[src/rtl/store_queue_if.sv]
// store_queue_if: shared types and interfaces for the store queue and its neighbours
package sq_pkg;
  typedef struct packed {
    logic        valid;
    logic [31:0] addr;
    logic [31:0] data;
  } opt_memory_write_t;
  typedef struct packed {
    logic        valid;
    logic [31:0] data;
  } cache_output_t;
  typedef enum logic {READ = 1'b0, WRITE = 1'b1} mem_action_t;
endpackage

interface load_forward_ifc;
  logic        addr_valid;
  logic [31:0] addr;
  logic        data_valid;
  logic [31:0] data;
  modport in(input addr_valid, addr, output data_valid, data);
  modport out(output addr_valid, addr, input data_valid, data);
endinterface

interface d_cache_input_ifc;
  import sq_pkg::*;
  logic        valid;
  mem_action_t mem_action;
  logic [31:0] addr;
  logic [31:0] addr_next;
  logic [31:0] data;
  modport out(output valid, mem_action, addr, addr_next, data);
  modport in(input valid, mem_action, addr, addr_next, data);
endinterface

[src/rtl/store_queue.sv]
// store_queue: in-order store buffer draining to the D-cache with store-to-load forwarding
module store_queue
  import sq_pkg::*;
#(
  parameter int DEPTH = 4
) (
  input  logic              clk,
  input  logic              rst,
  input  opt_memory_write_t i_memory_write,
  output logic              o_wrote,
  load_forward_ifc.in       load_forward,
  d_cache_input_ifc.out     o_request,
  input  cache_output_t     i_response,
  output logic              o_empty
);
  localparam int AW = $clog2(DEPTH);
  localparam logic [0:0] IDLE = 1'b0;
  localparam logic [0:0] BUSY = 1'b1;
  logic [AW-1:0] head, tail;
  logic [AW:0]   count;
  logic [0:0]    state;
  logic [31:0]   addr_q [DEPTH];
  logic [31:0]   data_q [DEPTH];
  logic          pop;
  logic          unused_rsp_data;
  assign unused_rsp_data = ^i_response.data;
  assign o_wrote = i_memory_write.valid && count < (AW+1)'(DEPTH);
  assign pop = state == BUSY && i_response.valid;
  assign o_empty = count == '0 && state == IDLE;
  assign o_request.valid = state == BUSY;
  assign o_request.mem_action = WRITE;
  assign o_request.addr = addr_q[head];
  assign o_request.addr_next = addr_q[head];
  assign o_request.data = data_q[head];
  // Scan oldest to youngest so the youngest matching entry wins.
  always_comb begin
    load_forward.data_valid = 1'b0;
    load_forward.data = '0;
    for (int i = 0; i < DEPTH; i++)
      if (load_forward.addr_valid && (AW+1)'(i) < count && addr_q[head + AW'(i)] == load_forward.addr) begin
        load_forward.data_valid = 1'b1;
        load_forward.data = data_q[head + AW'(i)];
      end
  end
  always_ff @(posedge clk) begin
    if (rst) begin
      head <= '0;
      tail <= '0;
      count <= '0;
      state <= IDLE;
    end else begin
      if (o_wrote) begin
        addr_q[tail] <= i_memory_write.addr;
        data_q[tail] <= i_memory_write.data;
        tail <= tail + AW'(1);
      end
      if (pop) head <= head + AW'(1);
      count <= count + (AW+1)'(o_wrote) - (AW+1)'(pop);
      state <= state == IDLE ? (count != '0 ? BUSY : IDLE) : (i_response.valid ? IDLE : BUSY);
    end
  end
endmodule

[src/flat_wrapper.sv]
// flat-port wrapper written by rule: the top's interface ports become plain ports
module store_queue_flat import sq_pkg::*;
#(
  parameter int DEPTH = 4
)
  (clk, rst, i_memory_write, o_wrote, i_response, o_empty, load_forward_addr_valid, load_forward_addr, load_forward_data_valid, load_forward_data, o_request_valid, o_request_mem_action, o_request_addr, o_request_addr_next, o_request_data);
  load_forward_ifc load_forward_i ();
  d_cache_input_ifc o_request_i ();
  input  logic clk;
  input  logic rst;
  input  opt_memory_write_t i_memory_write;
  output logic o_wrote;
  input  cache_output_t i_response;
  output logic o_empty;
  input wire logic [$bits(load_forward_i.addr_valid)-1:0] load_forward_addr_valid;
  input wire logic [$bits(load_forward_i.addr)-1:0] load_forward_addr;
  output wire logic [$bits(load_forward_i.data_valid)-1:0] load_forward_data_valid;
  output wire logic [$bits(load_forward_i.data)-1:0] load_forward_data;
  output wire logic [$bits(o_request_i.valid)-1:0] o_request_valid;
  output wire logic [$bits(o_request_i.mem_action)-1:0] o_request_mem_action;
  output wire logic [$bits(o_request_i.addr)-1:0] o_request_addr;
  output wire logic [$bits(o_request_i.addr_next)-1:0] o_request_addr_next;
  output wire logic [$bits(o_request_i.data)-1:0] o_request_data;
  assign load_forward_i.addr_valid = load_forward_addr_valid;
  assign load_forward_i.addr = load_forward_addr;
  assign load_forward_data_valid = load_forward_i.data_valid;
  assign load_forward_data = load_forward_i.data;
  assign o_request_valid = o_request_i.valid;
  assign o_request_mem_action = o_request_i.mem_action;
  assign o_request_addr = o_request_i.addr;
  assign o_request_addr_next = o_request_i.addr_next;
  assign o_request_data = o_request_i.data;
  store_queue #(.DEPTH(DEPTH)) u_core (.clk(clk), .rst(rst), .i_memory_write(i_memory_write), .o_wrote(o_wrote), .load_forward(load_forward_i), .o_request(o_request_i), .i_response(i_response), .o_empty(o_empty));
endmodule
[config.mk]
export PLATFORM = sky130hd
export DESIGN_NAME = store_queue_flat
export DESIGN_NICKNAME = d
export VERILOG_FILES = /design/src/rtl/store_queue_if.sv /design/src/rtl/store_queue.sv /design/src/flat_wrapper.sv
export SDC_FILE = /design/constraint.sdc
export NUM_CORES = 1
export LEC_CHECK = 0
export BUFFER_PORTS_ARGS = -buffer_cell sky130_fd_sc_hd__buf_4
export CAP_MARGIN = 0
export CORE_ASPECT_RATIO = 0.9
export CORE_MARGIN = 5
export CORE_UTILIZATION = 63
export DETAILED_ROUTE_END_ITERATION = 10
export PLACE_DENSITY = 0.95
export SETUP_SLACK_MARGIN = 0.3
export SKIP_LAST_GASP = 1
export SLEW_MARGIN = 0
export SYNTH_ARGS = -nofsm -noshare
export SYNTH_HDL_FRONTEND = slang
export SYNTH_SLANG_ARGS = --single-unit
[constraint.sdc]
create_clock -name clk -period 9.7 [get_ports clk]
set_input_delay 0.485 -clock clk [delete_from_list [all_inputs] [get_ports clk]]
set_output_delay 0.485 -clock clk [all_outputs]
set_load 0.1 [all_outputs]
==> implementation parameters <==
Parameter                              Value

Clock tree
  Count of hold-fix buffers inserted at cts    0
  Number of H-tree branching levels    1
  Post-CTS Repair Setup Buffers    0
  Clock tree root driver cell    sky130_fd_sc_hd__clkbuf_16
  Clock latency on the worst-skew pair    about 570 ps
  CTS tree    yes
  Deepest clock path buffer count    3
  Register clock-pin slew on the reported worst setup and hold paths    around 60 ps
  Resized cells post-CTS    0
  TritonCTS Sinks    266
  TritonCTS Buffers    28

STA
  Max Clock Skew    19.8 ps
  Final Max Tran Viols    0
  Share of the clock period used by the worst path    about two thirds
  Number of endpoints failing setup at the final stage    0
  Normalized max-slew margin    roughly a quarter
  Timing-limited maximum frequency    151 MHz
  Final total negative setup slack    0 ps
  Unrepaired setup endpoints after global routing    false
  Final Hold Fails    0
  Post-route minimum period    6620 ps
  Worst-Margin Slew    1150 ps

Logic synthesis
  Syn nets    around 1600
  Yosys Warn Count    0
  Per-instance average area after synthesis    12.6 um^2
  Cell type contributing the most total cell area after synthesis    sky130_fd_sc_hd__edfxtp_1
  Post-synthesis async set-or-reset flop share    0%
  Flip-flop and latch count after synthesis    266
  Top cell types by occurrence after synthesis    sky130_fd_sc_hd__edfxtp_1, sky130_fd_sc_hd__mux2i_1, sky130_fd_sc_hd__mux4_2
  Sequential-to-total area share from yosys stat    44.2%
  Cell types with the largest area share after synthesis    sky130_fd_sc_hd__edfxtp_1, sky130_fd_sc_hd__mux4_2, sky130_fd_sc_hd__mux2i_1
  Number of distinct library cells after synthesis    73
  Synthesized instance count    between 1000 and 1500
  Most frequent cell after synthesis    sky130_fd_sc_hd__edfxtp_1
  Share of Yosys cell area claimed by the top area cell type    a little over two fifths
  Number of flops mapped to enable cells by yosys    about 260
  Post-Synthesis Cell Area    about 18000 um^2
  Most used DFF post-synth    sky130_fd_sc_hd__edfxtp_1

Critical path
  Slowest-stage cell, CP    sky130_fd_sc_hd__dfxtp_4
  Kind of capture point of the worst setup path    output pin
  Worst Reg2Reg Path Length in Cells    4
  R2r endpoint    u_core.addr_q[1][14]$_DFFE_PP_
  Largest fanout on the critical path    84
  Slack of the worst reg-to-reg path    7520 ps
  Count of buffer and inverter cells on the critical path    4
  Kind of cell adding the most delay to the critical path    buffers and inverters
  Origin of the critical flop-to-flop path    u_core.count[2]$_SDFF_PP0_
  Most repeated library cell on the critical path    sky130_fd_sc_hd__buf_4
  CP Data Arrival Time    between 6000 and 7000 ps
  Type of the worst setup path    reg2out
  Launching element of the worst setup path    u_core.head[1]$_SDFFE_PP0P_
  Required time of the critical path    9220 ps
  Slowest cell delay on critical path    850 ps
  Worst path cell trace    buf_12, mux4_2, xnor2_1, o21ai_0, nor4_1, nand4_1, buf_4, nor2_4, buf_4, o311ai_0, a21oi_1, buf_4
  Total number of cells along the worst setup path    12
  Setup crit start kind    flip-flop
  Capture point of the critical path    load_forward_data[2]

Finish
  Fillers    1755
  Antenna diodes    0
  Area of all placed cells without fillers    20100 um^2
  Share of layout cells above drive strength 1    30.3%
  Area added between synthesis and finish    12.9%
  Nets    around 1700

Floorplan
  Die Ht    170 um
  Number of core rows    58
  Die Outline Area    31800 um^2
  Die width    187 um
  Initial core utilization    approximately 64%
  Area of the core    27900 um^2
  # IOs    266

Detailed routing
  Wirelength per Cell    roughly 29 um
  First-pass iteration count of the detailed router    9
  Residual antenna-violating net count after detailed routing    0
  Drc violations    0
  Via count    about 14000
  Drt initial violations    2447
  Vias per inst    7.50
  Total wirelength of the detailed-routed design    55.2 mm

Min path
  Worst min path class    in2reg

Power and ir drop
  Max VDD drop    0.347 mV
  Leakage component of the power    0.00627 uW
  Ratio of total power to cell area    220 nW/um^2

Placement
  Number of buffer cells added on primary ports    232
  Detail Placement HPWL    36.2 mm
  Gp weighted congestion    1.02
  Dpl cell area    19200 um^2

Global route
  Overall Global Routing Usage    33.4%
  Maximum number of pins on one net before global-route repair    96
  Via count of the first global-routing pass    13600
  Global-route wire length before repair    between 80 and 90 mm
  Aggregate global routing overflow    0
  Initial antenna violation count    2

Job
  Maximum capacitance violations    0

Outcome
  Run status    finished clean
cells by family (layout without fill, tap and decap cells):
family	after synthesis	count (layout)	synth area share, %
multiplexers	358	358	27.1
buffers and inverters	192	321	5.90
other	1	1	0.0210
AO/OA/AOI/OAI	270	270	11.0
XOR/XNOR	98	98	4.81
AND/OR/NAND/NOR	216	216	6.31
adder cells (fa/ha/maj)	9	9	0.674
flip-flops	266	266	44.2
placed cells by master (no fill, tap or decap), types with 24 or more instances in the layout:
cell	count
sky130_fd_sc_hd__nand2_1	53
sky130_fd_sc_hd__mux4_2	92
sky130_fd_sc_hd__o21ai_0	49
sky130_fd_sc_hd__mux2i_1	196
sky130_fd_sc_hd__a221oi_1	32
sky130_fd_sc_hd__nand3_1	41
sky130_fd_sc_hd__nor2_1	30
sky130_fd_sc_hd__buf_4	248
sky130_fd_sc_hd__mux2_2	69
sky130_fd_sc_hd__xor2_1	24
sky130_fd_sc_hd__clkbuf_16	28
sky130_fd_sc_hd__edfxtp_1	256
sky130_fd_sc_hd__o311ai_0	41
sky130_fd_sc_hd__xnor2_1	74
sky130_fd_sc_hd__or3_1	24
sky130_fd_sc_hd__a21oi_1	47
metrics by stage:
stage	power [uW]	util [%]	setup WS (ps)	hold slack [ps]	cells
3_3_place_gp	3320	68.9	3970	561	1847
4_1_cts	4410	72.1	3270	107	1899
6_report	4440	72.1	3080	109	1899
5_1_grt	4560	72.1	2980	99.4	1899
3_5_place_dp	3360	68.9	3870	572	1847
2_1_floorplan	2980	-	3470	538	1410
worst min path at each step:
stage | start | end | slack (ps) | depth (start not counted)
floorplan | u_core.tail[0]$_SDFFE_PP0P_ | u_core.tail[0]$_SDFFE_PP0P_ | 540 | 2
global placement | u_core.tail[0]$_SDFFE_PP0P_ | u_core.tail[0]$_SDFFE_PP0P_ | 560 | 2
detailed placement | u_core.tail[0]$_SDFFE_PP0P_ | u_core.tail[0]$_SDFFE_PP0P_ | 570 | 2
CTS | i_memory_write[17] | u_core.data_q[3][17]$_DFFE_PP_ | 110 | 1
global route | i_memory_write[18] | u_core.data_q[2][18]$_DFFE_PP_ | 100 | 1
finish | i_memory_write[8] | u_core.data_q[1][8]$_DFFE_PP_ | 110 | 1
power by group:
group	total, uW	internal, uW	switching, uW
combinational	1930	549	1380
sequential	1440	1340	105
clock	1060	607	457
sequential cells by signal, indices dropped and copies added, names as in the netlist, named ones only:
signal and flops:
u_core.data_q 128, u_core.o_request.valid 1, u_core.head 2, u_core.tail 2, u_core.addr_q 128, u_core.count 3
final cells by class:
type,count,area [um^2],share of cell area (%)
inverters,20,75.1,0.373
repair buffers,249,1880,9.34
flip-flops and latches,266,7900,39.2
multi-input cells,952,8930,44.4
well taps,360,450,2.24
clock buffers,32,716,3.55
clock inverters,20,180,0.895
layer usage:
metal | routed length [um] | GRT usage (%)
met4 | 2290 | 11.4
met1 | 20200 | 45.7
met5 | 28 | 0
met2 | 25100 | 52.2
met3 | 7550 | 9.26
worst register-to-register path: cells and delay by family (launching register included):
family	cells	cell delay, ps
AND/OR/NAND/NOR	3	1240
buffers and inverters	1	110
flip-flops	1	330
Note: power is estimated with default switching activity, not from simulation.
